`src/rtl/dma_pkg.sv`:
```
`default_nettype none
// ============================================================================
// Module      : dma_pkg
// Description : Shared types and constants for the mem_copy_dma block-copy
//               engine. Holds the FSM state encoding and the default memory
//               geometry (256 x 8 single-port data memory).
// Revision    : 1.0 - initial release
// ============================================================================
package dma_pkg;

  localparam int ADDR_W = 8;
  localparam int DATA_W = 8;

  typedef enum logic [1:0] {
    IDLE  = 2'd0,
    READ  = 2'd1,
    WRITE = 2'd2,
    DONE  = 2'd3
  } dma_state_t;

endpackage : dma_pkg
`default_nettype wire

```
`src/rtl/mem_copy_dma.sv`:
```
`default_nettype none
// ============================================================================
// Module      : mem_copy_dma
// Description : Block-copy initiator for the single-port data memory. Copies
//               Len bytes from SrcAddr to DstAddr, one byte every two cycles
//               (READ then WRITE), with memmove semantics: when the
//               destination lies above the source the copy runs from the
//               last byte downwards so that overlapping regions stay intact.
//
// Ports       : CLK, reset       - clock, synchronous active-high reset
//               Start            - copy request, sampled only in IDLE
//               SrcAddr, DstAddr - first source / destination byte address
//               Len              - byte count 0..256 (larger values clamp)
//               Busy, Done       - copy in progress / one-cycle completion
//               DataAddress      - memory address
//               ReadMem, WriteMem- memory read / write enables
//               DataIn           - memory write data
//               DataOut          - memory read data (combinational)
// Revision    : 1.0 - initial release
// ============================================================================
module mem_copy_dma #(
  parameter int ADDR_W = dma_pkg::ADDR_W,
  parameter int DATA_W = dma_pkg::DATA_W
) (
  input  logic              CLK,
  input  logic              reset,
  input  logic              Start,
  input  logic [ADDR_W-1:0] SrcAddr,
  input  logic [ADDR_W-1:0] DstAddr,
  input  logic [ADDR_W:0]   Len,
  output logic              Busy,
  output logic              Done,
  output logic [ADDR_W-1:0] DataAddress,
  output logic              ReadMem,
  output logic              WriteMem,
  output logic [DATA_W-1:0] DataIn,
  input  logic [DATA_W-1:0] DataOut
);

  import dma_pkg::*;

  // Largest legal count: the whole address space.
  localparam logic [ADDR_W:0]   c_FULL_LEN = {1'b1, {ADDR_W{1'b0}}};
  localparam logic [ADDR_W:0]   c_ONE_CNT  = {{ADDR_W{1'b0}}, 1'b1};
  localparam logic [ADDR_W-1:0] c_PLUS_ONE = {{(ADDR_W-1){1'b0}}, 1'b1};
  localparam logic [ADDR_W-1:0] c_MINUS_ONE = {ADDR_W{1'b1}};

  dma_state_t        r_state;
  dma_state_t        w_next_state;

  logic [ADDR_W-1:0] r_src_ptr;
  logic [ADDR_W-1:0] r_dst_ptr;
  logic [ADDR_W:0]   r_count;
  logic              r_desc;
  logic [DATA_W-1:0] r_hold;

  logic              w_start_copy;
  logic [ADDR_W:0]   w_len_clamped;
  logic [ADDR_W-1:0] w_len_lo;
  logic              w_desc_start;
  logic [ADDR_W-1:0] w_src_first;
  logic [ADDR_W-1:0] w_dst_first;
  logic [ADDR_W-1:0] w_step;
  logic              w_last_byte;

  // --------------------------------------------------------------------------
  // Start-time setup. A full-length copy truncates w_len_lo to 0, so the
  // descending start pointer becomes base-1, which is the correct last byte
  // modulo the address space.
  // --------------------------------------------------------------------------
  assign w_len_clamped = (Len > c_FULL_LEN) ? c_FULL_LEN : Len;
  assign w_len_lo      = w_len_clamped[ADDR_W-1:0];
  assign w_desc_start  = (DstAddr > SrcAddr);
  assign w_src_first   = w_desc_start ? (SrcAddr + w_len_lo + c_MINUS_ONE) : SrcAddr;
  assign w_dst_first   = w_desc_start ? (DstAddr + w_len_lo + c_MINUS_ONE) : DstAddr;

  // One step value feeds both pointer adders; its sign comes from the
  // direction latched at Start.
  assign w_step      = r_desc ? c_MINUS_ONE : c_PLUS_ONE;
  assign w_last_byte = (r_count == c_ONE_CNT);

  // --------------------------------------------------------------------------
  // State register
  // --------------------------------------------------------------------------
  always_ff @(posedge CLK) begin
    if (reset) begin
      r_state <= IDLE;
    end else begin
      r_state <= w_next_state;
    end
  end

  // --------------------------------------------------------------------------
  // Next-state and output decode. Memory pins depend only on state and
  // registered pointers/hold data, never on Start.
  // --------------------------------------------------------------------------
  always_comb begin
    w_next_state = r_state;
    w_start_copy = 1'b0;
    Busy         = 1'b0;
    Done         = 1'b0;
    ReadMem      = 1'b0;
    WriteMem     = 1'b0;
    DataAddress  = '0;
    DataIn       = '0;

    case (r_state)
      IDLE: begin
        if (Start) begin
          if (Len != '0) begin
            w_next_state = READ;
            w_start_copy = 1'b1;
          end else begin
            w_next_state = DONE;
          end
        end
      end

      READ: begin
        Busy         = 1'b1;
        ReadMem      = 1'b1;
        DataAddress  = r_src_ptr;
        w_next_state = WRITE;
      end

      WRITE: begin
        Busy         = 1'b1;
        WriteMem     = 1'b1;
        DataAddress  = r_dst_ptr;
        DataIn       = r_hold;
        w_next_state = w_last_byte ? DONE : READ;
      end

      DONE: begin
        Done         = 1'b1;
        w_next_state = IDLE;
      end

      default: begin
        w_next_state = IDLE;
      end
    endcase
  end

  // --------------------------------------------------------------------------
  // Datapath: pointers, remaining count, direction and byte hold register.
  // --------------------------------------------------------------------------
  always_ff @(posedge CLK) begin
    if (reset) begin
      r_src_ptr <= '0;
      r_dst_ptr <= '0;
      r_count   <= '0;
      r_desc    <= 1'b0;
      r_hold    <= '0;
    end else begin
      case (r_state)
        IDLE: begin
          if (w_start_copy) begin
            r_src_ptr <= w_src_first;
            r_dst_ptr <= w_dst_first;
            r_count   <= w_len_clamped;
            r_desc    <= w_desc_start;
          end
        end

        READ: begin
          r_hold <= DataOut;
        end

        WRITE: begin
          r_src_ptr <= r_src_ptr + w_step;
          r_dst_ptr <= r_dst_ptr + w_step;
          r_count   <= r_count - c_ONE_CNT;
        end

        default: begin
        end
      endcase
    end
  end

endmodule : mem_copy_dma
`default_nettype wire

```
`config.mk`:
```
export PLATFORM = sky130hd
export DESIGN_NAME = mem_copy_dma
export DESIGN_NICKNAME = d
export VERILOG_FILES = /design/src/rtl/dma_pkg.sv /design/src/rtl/mem_copy_dma.sv
export SDC_FILE = /design/constraint.sdc
export NUM_CORES = 1
export LEC_CHECK = 0
export BUFFER_PORTS_ARGS = -buffer_cell sky130_fd_sc_hd__clkbuf_2
export CAP_MARGIN = 5
export CORE_MARGIN = 2
export CORE_UTILIZATION = 50
export DETAILED_ROUTE_END_ITERATION = 6
export PLACE_DENSITY = 0.72
export SETUP_SLACK_MARGIN = 0.1
export SYNTH_ARGS = -nofsm -noshare
export SYNTH_HDL_FRONTEND = slang
export SYNTH_SLANG_ARGS = --single-unit
```
`constraint.sdc`:
```
create_clock -name CLK -period 5.5 [get_ports CLK]
set_clock_uncertainty 0.15 [all_clocks]
set_input_delay 0.825 -clock CLK [delete_from_list [all_inputs] [get_ports CLK]]
set_output_delay 0.825 -clock CLK [all_outputs]
set_load 0.01 [all_outputs]
```
## Word level (Yosys, flattened, before mapping)

Cells that the tools add are included.

- Register bits: 36
- Latch bits: 0
- Bits in writable memories: 0
- Bits in read-only memories: 0
- Input bits: 36
- Output and inout bits: 20
- Logic and storage cells: 50
- Memories kept: 0

- Add/sub/neg operators: 7
- $mul: 0
- Div/mod/pow operators: 0
- Order comparisons: 2
- Equal/unequal tests: 6
- Shift operators: 0
- Multiplexer cells: 23
- Bitwise operators: 0
- Reduce and logical (&&, ||, !) cells: 6

Operators with widths:

| operator | number |
|---|---|
| 8-bit 2-to-1 mux | 6 |
| 8-bit case mux with 2 select lines | 3 |
| 8-bit adder | 4 |
| 9-bit 2-to-1 mux | 2 |
| 9-bit case mux with 2 select lines | 1 |
| 8-bit adder, second input constant | 2 |
| 9-bit by 1-bit == test with 1-bit output, second input constant | 1 |
| 9-bit greater-than comparator, second input constant | 1 |
| 9-bit nonzero test | 1 |
| 9-bit by 1-bit subtractor with 9-bit output, second input constant | 1 |
| 8-bit greater-than comparator | 1 |
| 2-bit case mux with 4 select lines | 1 |
| 1-bit 2-to-1 mux | 7 |
| 2-bit 2-to-1 mux | 3 |
| 2-bit == test, second input constant | 2 |
| 2-bit != test, second input constant | 2 |
| 2-bit AND reduction | 2 |
| 2-bit by 1-bit == test with 1-bit output, second input constant | 1 |
| 2-bit logical NOT | 1 |
| 2-bit nonzero test | 1 |
| 2-bit OR reduction | 1 |

## Longest topological paths before layout

Gate-level depths: netlist (run 1).

- Depth in word-level cells: 7
- Depth in mapped cells: 13
- Mapped depth without buffers: 12

## Worst setup path before layout (run 1)

OpenSTA, ideal clock, no wires.

- Kind: input-to-reg
- From: input port Len[8]
- To: register r_dst_ptr[7]
- Setup time: 0.120 ns
- Arrival: 3.209 ns
- Data required time: 5.230 ns
- Slack: 2.021 ns
- Stages: 13
- Path through: clkbuf_1 > nand2b_1 > ha_1 > inv_1 > ha_1 > fa_1 > a211oi_1 > o21bai_1 > a21oi_1 > xnor2_1 > nor2_1 > xor2_1 > a211o_1

- Cells in the longest elaborated chain, start to end: 7
- Elaborated cells between the ends (all ways): 13

Ends and longest elaborated chain:

| item | line | RTL |
|---|---|---|
| start: declaration | mem_copy_dma.sv:30 | `input logic [ADDR_W:0] Len,` |
| 9-bit greater-than comparator | mem_copy_dma.sv:71 | `assign w_len_clamped = (Len > c_FULL_LEN) ? c_FULL_LEN : Len;` |
| 9-bit 2-to-1 mux | mem_copy_dma.sv:71 |  |
| 8-bit adder (2 in a row) | mem_copy_dma.sv:75 | `assign w_dst_first = w_desc_start ? (DstAddr + w_len_lo + c_MINUS_ONE) : DstAddr;` |
| 8-bit 2-to-1 mux | mem_copy_dma.sv:75 |  |
| 8-bit 2-to-1 mux | mem_copy_dma.sv:158 | `if (w_start_copy) begin` |
| 8-bit case mux with 2 select lines | mem_copy_dma.sv:156 | `case (r_state)` |
| end signal: assignment | mem_copy_dma.sv:160 | `r_dst_ptr <= w_dst_first;` |
| end signal: assignment | mem_copy_dma.sv:172 | `r_dst_ptr <= r_dst_ptr + w_step;` |
| end: declaration | mem_copy_dma.sv:52 | `logic [ADDR_W-1:0] r_dst_ptr;` |

Parallel ways exist; a longest one is shown, timed or not. The select of a mux whose other input is x is not followed.
A chain may end at the register's enable or synchronous reset.

## Worst setup path in the final report (run 1)

- From: register r_state[0]
- To: register r_src_ptr[6]

- Cells in the longest elaborated chain, start to end: 4
- Elaborated cells between the ends (all ways): 7

Ends and longest elaborated chain:

| item | line | RTL |
|---|---|---|
| start: declaration | mem_copy_dma.sv:48 | `dma_state_t r_state;` |
| start signal: assignment | mem_copy_dma.sv:89 | `r_state <= w_next_state;` |
| 2-bit logical NOT | mem_copy_dma.sv:107, mem_copy_dma.sv:156 |  |
| 1-bit 2-to-1 mux | mem_copy_dma.sv:107 | `case (r_state)` |
| 2-bit != test (no source line) | -- |  |
| 2-bit AND reduction (no source line) | -- |  |
| end signal: assignment | mem_copy_dma.sv:159 | `r_src_ptr <= w_src_first;` |
| end signal: assignment | mem_copy_dma.sv:171 | `r_src_ptr <= r_src_ptr + w_step;` |
| end: declaration | mem_copy_dma.sv:51 | `logic [ADDR_W-1:0] r_src_ptr;` |

Parallel ways exist; a longest one is shown, timed or not.

==> summary.md, run 1 <==
| Metric | Value |
|---|---|
| Largest net degree at the start of global routing | `57` |
| Hold crit path type | `flip-flop to flip-flop` |
| Slack of the critical path | `1806 ps` |
| # diodes | `0` |
| GPL Wtd Cong | `roughly 0.90` |
| Worst-path clk slew | `about 80 ps` |
| Syn-to-layout area delta | `11.58%` |
| Setup CP Type | `flip-flop to flip-flop` |
| Final WL | `8.648 mm` |
| Synth top area share | `between 20% and 30%` |
| Number of I/O port buffers | `55` |
| Layout cells sized above 1 | `about 14%` |
| CTS Buf Count | `5` |
| Slew HR | `roughly 33%` |
| Final core utilization | `58.11%` |
| Chip height | `between 80 and 90 um` |
| Ports | `56` |
| Fillers | `between 600 and 700` |
| Pwr/cell area | `290.5 mW/mm2` |
| Synthesized instance count | `460` |
| Peak VDD IR | `0.1175 mV` |
| Post-Layout Cell Count | `602` |
| Final setup violation count | `0` |
| Max-cap violations | `0` |
| Pins Over Slew Limit | `0` |
| Area contributors post-synth | `dfxtp_1 (20%), ha_1 (19%), inv_1 (5.7%), mux2i_1 (4.8%), nor2_1 (4.1%)` |
| Worst-Skew Late Latency | `between 200 and 300 ps` |
| Num rows | `30` |
| Tcrit/Tclk final | `67.16%` |
| H-tree depth | `2` |
| Total GRT Usage | `23.39%` |
| Routed wire per std cell | `between 10 and 15 um` |
| Mapped Area | `~0.0036 mm2` |
| CORE AREA | `0.006869 mm2` |
| Hold-fix buffers at CTS | `0` |
| DRC Markers | `0` |
| Initial antenna violation count | `0` |
| First-pass GRT wire length | `approximately 14 mm` |
| Root buffer cell | `clkbuf_8` |
| Initial core utilization | `52.08%` |
| CP Launch Type | `flip-flop` |
| Clock buffer depth | `2` |
| Syn avg cell area | `7.776 um2` |
| Distinct cells, synth | `43` |
| Synth Register Bits | `36` |
| CP max FO | `56` |
| Final #Nets | `between 500 and 600` |
| Synthesis Warnings | `0` |
| Worst EP arrival | `3680 ps` |
| Seq/Total Area, Yosys | `20.15%` |
| Post-synth top flop | `dfxtp_1` |
| Dpl cells | `594` |
| Die width | `88.59 um` |
| RSZ-0062 raised after global routing | `false` |
| Final ANT Viol Nets | `0` |
| Setup bufs post-CTS | `0` |
| Status | `completed` |
| Vias in the first global route | `3,124` |
| FMAX | `about 270 MHz` |
| Clk sinks | `36` |
| CTS tree | `built` |
| Drt via density | `roughly 5.5` |
| Hold Fails Final Rpt | `0` |
| Total gr overflow | `0` |
| Post-route minimum period | `3694 ps` |
| Leak | `1.871 nW` |
| Worst path required time | `about 5500 ps` |
| Initial DRC count | `between 100 and 150` |
| Pre-antenna DRT Iters | `4` |
| Asr flop ratio synth | `0%` |
| Synth Net Count | `approximately 550` |
| Total chip power | `1.160 mW` |
| Top cell type by total area after synthesis | `dfxtp_1` |
| Actual slew at the worst max-slew pin | `1006 ps` |
| Gates resized, CTS repair | `0` |
| Critical path capture point type | `flip-flop` |
| Vias | `3,307` |
| EDFF count, synth | `0` |
| Setup total negative slack | `0 ps` |
| Die area | `0.007847 mm2` |
| Dpl ws | `1836 ps` |
| Post-DP HPWL | `approximately 6.7 mm` |
-- final timing paths --
check	start	to	slack [ps]	cells past startpoint
max	r_state[0]	r_src_ptr[6]	1810	8
min	r_hold[1]	r_hold[1]	340	2
max reg2reg	r_state[0]	r_src_ptr[6]	1810	8
min reg2reg	r_hold[1]	r_hold[1]	340	2
-- critical path, cell delays in order, from the launching register on --
cell and delay, ps:
dfxtp_1 330, inv_1 130, ha_2 870, inv_1 420, o21ai_1 850, buf_4 360
nand2_1 140, o22ai_1 210, a211oi_1 70
-- where the power goes --
part / switching (mW) / total (mW) / internal (mW)
Sequential: 0.0525 / 0.368 / 0.315
Combinational: 0.349 / 0.605 / 0.255
Clock: 0.0967 / 0.187 / 0.0905
-- through the flow --
stage	hold WS, ps	instance area [um2]
4_1_cts	337.1	3991
5_1_grt	373.3	3991
2_1_floorplan	299.3	3577
6_report	335.6	3991
3_3_place_gp	315.7	3906
3_5_place_dp	324.3	3906
-- cell usage in the layout, fill, tap and decap left out, drive strengths merged, types with 3 or more instances in the layout --
cell,n
clkbuf,62
inv,54
ha,53
nor2,39
dfxtp,36
nand2,31
a21oi,28
o21ai,21
mux2i,17
nor2b,15
xnor2,15
nor3,15
a211oi,14
a22oi,10
nand2b,9
nand3,9
and2,8
o21bai,8
o211ai,8
o22ai,6
nor4,6
mux2,5
xor2,5
a21o,4
fa,4
a211o,3
a31oi,3
-- cell usage after synthesis, types with 14 or more instances --
master	count
nor2b_1	15
mux2i_1	17
a211oi_1	14
nand2_1	31
nor3_1	15
ha_1	53
a21oi_1	28
dfxtp_1	36
xnor2_1	15
nor2_1	39
o21ai_0	20
inv_1	54
-- final cells by class --
class | instances | area [um2] | share of cell area [%]
multi-input cells | 351 | 2572 | 64.45
flip-flops and latches | 36 | 720.7 | 18.06
repair buffers | 57 | 290.3 | 7.273
inverters | 54 | 202.7 | 5.078
well taps | 96 | 120.1 | 3.009
clock buffers | 7 | 76.32 | 1.912
clock inverters | 1 | 8.758 | 0.2194
-- cells by family (layout without fill, tap and decap cells) --
group	after synthesis	in the layout	share of synthesized area (%)
flip-flops	36	36	20.15
buffers and inverters	73	119	8.010
multiplexers	22	22	6.331
AO/OA/AOI/OAI	114	114	21.06
adder cells (fa/ha/maj)	57	57	20.78
XOR/XNOR	20	20	4.897
AND/OR/NAND/NOR	138	138	18.78
-- flip-flops by register name, summed over array words and instances, names as in the netlist --
| name | count |
|---|---|
| r_dst_ptr | 8 |
| r_src_ptr | 8 |
| r_count | 9 |
| r_hold | 8 |
| r_desc | 1 |
| r_state | 2 |
-- metal layers --
layer	part of all wire, %	wire length [um]	global-route usage [%]	vias up
li1	-	-	-	1701
met1	47	4075	33.12	1509
met2	46	3976	36.77	86
met3	5.6	486	3.825	11
met4	1.3	110	6.749	0
met5	0	0	0	-
Note: power is estimated with default switching activity, not from simulation.
==> run 2, diff against run 1 <==
- ABC_AREA: not set -> 1
- PLACE_DENSITY: 0.72 -> 0.74
- clock period: 5.5 -> 2.96 ns (I/O delays scaled with it)
==> run 2 against run 1 <==
Against the previous run:
- register-to-register slack worse by 1100 ps
- critical path type is now input port to flip-flop
- via count is 19% higher
- worst setup slack worse by 1600 ps
- sequential share of layout area is 1.4 points lower
- clock power is 130% higher
- worst hold slack worse by 100 ps
- largest power group unchanged
- power grew to 2.5 times the previous value
- combinational power grew to 2.9 times the previous value
- die area is 4.6% higher
- sequential cell count stayed put
==> summary.md, run 2 <==
| Metric | Value |
|---|---|
| Area of the multi-input gates | `0.002577 mm2` |
| Worst EP arrival | `about 2800 ps` |
| Register area | `approximately 720 um2` |
| Final #Nets | `729` |
| Drt via density | `about 5.3` |
| Area after DPL | `0.004169 mm2` |
| Initial antenna violation count | `0` |
| Peak VDD IR | `0.3197 mV` |
| H-tree depth | `2` |
| Synthesis Warnings | `0` |
| Ports | `56` |
| Die area | `0.008208 mm2` |
| Layout cells sized above 1 | `14.60%` |
| # diodes | `0` |
| Slack of the critical path | `between 200 and 250 ps` |
| Asr flop ratio synth | `0%` |
| Post-route minimum period | `2726 ps` |
| Worst-path clk slew | `70 ps` |
| Routed wire per std cell | `13.48 um` |
| Fillers | `713` |
| CORE AREA | `around 0.0073 mm2` |
| Clock buffer depth | `2` |
| Slew HR | `47.61%` |
| Total gr overflow | `0` |
| Pre-antenna DRT Iters | `4` |
| Tcrit/Tclk final | `a little over 90%` |
| Syn-to-layout area delta | `15.72%` |
| Pwr/cell area | `676.6 mW/mm2` |
| Top delay family on crit path | `adder cells` |
| Top cell type by total area after synthesis | `dfxtp_1` |
| Total chip power | `2.936 mW` |
| Synthesized instance count | `574` |
| CP Launch Type | `input port` |
| Setup total negative slack | `0 ps` |
| Post-DP HPWL | `just under 8 mm` |
| Total GRT Usage | `23.79%` |
| Largest net degree at the start of global routing | `between 40 and 50` |
| CTS tree | `built` |
| Leak | `about 2.4 nW` |
| Max-cap violations | `0` |
| GPL Wtd Cong | `around 0.94` |
| CP Buf/Inv Count | `4` |
| Hold crit path type | `input port to flip-flop` |
| Final setup violation count | `0` |
| Chip height | `90.60 um` |
| Clk sinks | `36` |
| Hold Fails Final Rpt | `0` |
| Critical path capture point type | `flip-flop` |
| EDFF count, synth | `0` |
| Dpl ws | `-71.97 ps` |
| Vias | `3,929` |
| Synth top area share | `19.22%` |
| Count leader, synth | `nand2_1` |
| Most frequent cells in the layout | `nand2_1 (111), inv_1 (100), a21oi_1 (58)` |
| Worst-Skew Late Latency | `290 ps` |
| Syn avg cell area | `~6.5 um2` |
| Hold-fix buffers at CTS | `0` |
| Worst-path cell chain | `clkbuf_2, nor2_1, nand2_1, o21ai_4, buf_6, nand2_1, ha_1, inv_1, ha_1, a21oi_1, nand2_1, xor2_1, o211ai_1, nand3_1, nand2_1, inv_1` |
| Setup CP Type | `input port to flip-flop` |
| Initial core utilization | `slightly above 50%` |
| RSZ-0062 raised after global routing | `true` |
| Synth Register Bits | `36` |
| Area contributors post-synth | `dfxtp_1 (19%), ha_1 (18%), nand2_1 (11%), inv_1 (10%), a21oi_1 (7.9%)` |
| Max FFs per register | `9` |
| Synth Net Count | `approximately 670` |
| CP max FO | `5` |
| Post-synth top flop | `dfxtp_1` |
| Slowest CP cell | `ha_1` |
| Actual slew at the worst max-slew pin | `785.0 ps` |
| Die width | `90.60 um` |
| Final Instance Area | `0.004339 mm2` |
| Seq/Total Area, Yosys | `19.22%` |
| Final WL | `9.919 mm` |
| Vias in the first global route | `roughly 3,500` |
| Worst path most repeated cell | `nand2_1` |
| DRC Markers | `0` |
| Top reg by flops | `r_count` |
| Post-synth top cells | `nand2_1 (113), inv_1 (100), a21oi_1 (59)` |
| Crit-path max cell delay | `350 ps` |
| Num rows | `31` |
| FMAX | `~370 MHz` |
| Mapped Area | `0.003750 mm2` |
| First-pass GRT wire length | `16.33 mm` |
| Root buffer cell | `clkbuf_8` |
| Pins Over Slew Limit | `0` |
| Status | `completed` |
| Final ANT Viol Nets | `0` |
| CTS Buf Count | `5` |
| Initial DRC count | `177` |
| Distinct cells, synth | `33` |
| Worst path required time | `between 2000 and 3000 ps` |
| Number of I/O port buffers | `55` |
| Commonest non-fill, non-tap cell in the layout | `nand2_1` |
==> run 2: cell types whose count changed after synthesis, sizes merged, moves of 15 or more <==
cell   before  now
inv        54  101
o21ai      21   51
a21oi      28   59
nand2      31  114
nand3       9   29
nor2b      15    0
mux2i      17    0
==> run 2: kinds of logic after synthesis <==
logic type	count (synthesis)	share of synthesized area, %
AOI/OAI and AO/OA	141	20.75
xor gates and xnor gates	22	5.139
adders and majority gates	57	19.82
buffers and inverters	122	13.28
DFF	36	19.22
and+or+nand+nor	196	21.79
==> run 2: cell type report <==
class / instances / share of cell area (%)
inverter: 102 / 8.824
clock inverter: 2 / 0.8074
sequential: 36 / 16.61
clock buffer: 6 / 1.672
timing repair buffer: 75 / 9.833
tap: 99 / 2.855
multi-input combinational: 416 / 59.40
==> run 2: path summary, 6_finish.rpt <==
kind / from / endpoint / slack [ps] / cells after the start
setup reg to reg: r_state[0] / r_dst_ptr[5] / 680 / 8
hold / removal: DataOut[6] / r_hold[6] / 230 / 3
setup / recovery: Len[2] / r_dst_ptr[5] / 230 / 16
hold reg to reg: r_count[8] / r_count[8] / 340 / 2
==> run 2: what timing repair did <==
item	in CTS	in global routing
endpoints found under the setup margin	0	5
setup buffers	0	1
gates resized for setup	0	9
==> run 2: layer usage <==
metal,part of all wire (%),routed length (um),GRT usage [%]
met5,0,0,0
met4,1.6,161,6.538
met2,46,4572,38.93
met1,47,4691,33.18
met3,5.0,493,2.588
==> run 2: worst register-to-register path: cells and delay by family (launching register included) <==
| kind | cells | cell delay (ps) |
|---|---|---|
| compound gates | 1 | 130 |
| fa+ha+maj | 1 | 480 |
| buf+inv | 4 | 930 |
| flops | 1 | 330 |
| simple gates | 2 | 170 |
==> run 2: power by group <==
group          switching [mW]  internal [mW]
registers               0.130          0.643
clock network           0.184          0.250
logic                    1.08          0.647
total                    1.40           1.54
==> run 2: through the flow <==
step / util [%] / instances / hold WS (ps)
floorplan: - / 574 / 302.2
global placement: 57.48 / 726 / 318.9
detailed placement: 57.48 / 726 / 330.2
CTS: 58.96 / 734 / 228.8
global route: 59.82 / 736 / 225.5
finish: 59.82 / 736 / 231.0
==> run 3, diff against run 2 <==
- GPL_TIMING_DRIVEN: not set -> 0
- PLACE_DENSITY: 0.74 -> 0.71
- clock period: 2.96 -> 3.2 ns (I/O delays scaled with it)
==> run 3 against run 2 <==
Against the previous run:
- non-clock buffer count rose by 3
- die area stayed put
- via count decreased by 0.15%
- design area shrank 0.43%
- utilization is 0.26 points lower
- clock power fell by 7.6%
- worst hold slack improved by 33 ps
- sequential power decreased by 5.8%
==> summary.md, run 3 (same netlist as run 2, synthesis figures left out) <==
| Metric | Value |
|---|---|
| Tcrit/Tclk final | `91.28%` |
| Die width | `~90 um` |
| Most frequent cells in the layout | `nand2_1 (110), inv_1 (100), a21oi_1 (58)` |
| Final core utilization | `59.57%` |
| Chip height | `90.60 um` |
| Hold crit path type | `input port to flip-flop` |
| Hold Fails Final Rpt | `0` |
| Worst-path cell chain | `clkbuf_2, nor2_2, nand2_1, o21ai_2, buf_6, nand2_2, ha_1, inv_1, ha_1, fa_2, nand3_1, nand2_1, xor2_1, o211ai_1, nand3_1, nand2_1, inv_1` |
| CORE AREA | `0.007253 mm2` |
| Critical path capture point type | `flip-flop` |
| Hold Path Cell Cnt | `3` |
| Peak VDD IR | `0.2302 mV` |
| Pwr/cell area | `642.4 mW/mm2` |
| Drt via density | `roughly 5.3` |
| Max FFs per register | `9` |
| Worst-Skew Late Latency | `between 200 and 300 ps` |
| Num rows | `31` |
| Initial antenna violation count | `0` |
| Setup CP Type | `input port to flip-flop` |
| Crit-path max cell delay | `390 ps` |
| FMAX | `about 340 MHz` |
| Worst EP arrival | `2960 ps` |
| Worst path required time | `roughly 3200 ps` |
| Die area | `between 0.008 and 0.009 mm2` |
| CTS Buf Count | `5` |
| CTS tree | `built` |
| Layout cells sized above 1 | `13.75%` |
| Final setup violation count | `0` |
| Flop-to-flop setup slack | `740 ps` |
| Post-Layout Cell Count | `approximately 740` |
| RSZ-0062 raised after global routing | `false` |
| Slowest CP cell | `fa_2` |
| DRC Markers | `0` |
| Clk sinks | `36` |
| Vias in the first global route | `3,695` |
| Initial core utilization | `51.70%` |
| Ports | `56` |
| Slew HR | `52.41%` |
| Total chip power | `2.775 mW` |
| First-pass GRT wire length | `around 17 mm` |
| CP Launch Type | `input port` |
| Routed wire per std cell | `~14 um` |
| Worst setup path startpoint | `Len[1]` |
| Worst reg2reg path depth | `8` |
| Pre-antenna DRT Iters | `5` |
| WHS | `264.4 ps` |
| Final WL | `10.36 mm` |
| Worst-path clk slew | `approximately 70 ps` |
| CP max FO | `5` |
| Actual slew at the worst max-slew pin | `712.9 ps` |
| Hold Path Sink | `r_hold[4]` |
| Number of I/O port buffers | `54` |
| Largest net degree at the start of global routing | `16` |
| H-tree depth | `2` |
| Post-DP HPWL | `8.115 mm` |
| Commonest non-fill, non-tap cell in the layout | `nand2_1` |
| Status | `completed` |
| Clock buffer depth | `2` |
| GPL Wtd Cong | `between 0.9 and 1` |
| Post-route minimum period | `2921 ps` |
| Hold-fix buffers at CTS | `0` |
| Total gr overflow | `0` |
| Total GRT Usage | `25.51%` |
| # diodes | `0` |
| Worst path most repeated cell | `nand2_1` |
| Syn-to-layout area delta | `15.22%` |
| Initial DRC count | `194` |
| Fillers | `733` |
| Final ANT Viol Nets | `0` |
| Final #Nets | `approximately 730` |
| Max-cap violations | `0` |
| Top reg by flops | `r_count` |
| Root buffer cell | `clkbuf_8` |
| Leak | `2.370 nW` |
| Pins Over Slew Limit | `0` |
| Origin of the critical flop-to-flop path | `r_desc` |
| RR Endpoint | `r_dst_ptr[4]` |
| Vias | `~3,900` |
| Dpl cells | `727` |
| Hold_sp | `DataOut[4]` |
| Setup total negative slack | `0 ps` |
-- run 3: worst max-delay path, delay by kind of cell --
family          cells  cell delay, ps
simple gates        7             600
buf+inv             4             340
compound gates      2             470
fa+ha+maj           3             910
xor+xnor            1             140
-- run 3: what timing repair did --
action	CTS	global route
pin swaps	1	6
gates cloned	0	1
hold endpoints to repair	0	0
setup buffers	0	3
gates resized for setup	0	11
setup endpoints to repair	1	7
-- run 3: metal layers --
layer  up-vias  track usage (%)  share of wire, %  wire length [um]
met5         -                0                 0                 0
met4         0            6.282               1.0               108
li1       2015                -                 -                 -
met3        11            2.504               5.0               514
met1      1779            34.83                48              4941
met2       118            43.22                46              4797
-- run 3: worst max path at each step --
| stage | depth (start not counted) | endpoint | slack [ps] |
|---|---|---|---|
| floorplan | 16 | r_dst_ptr[5] | 390 |
| global placement | 20 | r_src_ptr[7] | -170 |
| detailed placement | 20 | r_src_ptr[7] | -190 |
| CTS | 20 | r_src_ptr[7] | 100 |
| global route | 20 | r_src_ptr[7] | 90 |
| finish | 17 | r_dst_ptr[5] | 280 |
-- run 3: final cells by class --
cell class                 count  area (um2)  share of cell area [%]
inverter                     102       382.9                   8.862
clock buffer                   6       72.57                   1.680
timing repair buffer          58       297.8                   6.893
buffer                        20       115.1                   2.664
clock inverter                 2       35.03                  0.8109
tap                           99       123.9                   2.867
multi-input combinational    416        2572                   59.54
sequential                    36       720.7                   16.68
-- run 3: power breakdown --
group          total, mW  internal [mW]  switching (mW)
Sequential         0.728          0.595           0.133
Clock              0.401          0.231           0.169
Combinational       1.65          0.604            1.04
-- run 3: per-stage QoR --
stage	worst slack [ps]	cell area (um2)
after floorplan	395.0	3750
after global placement	-168.0	4144
after detailed placement	-194.8	4144
after CTS	102.0	4252
after global routing	94.18	4320
final	279.1	4320
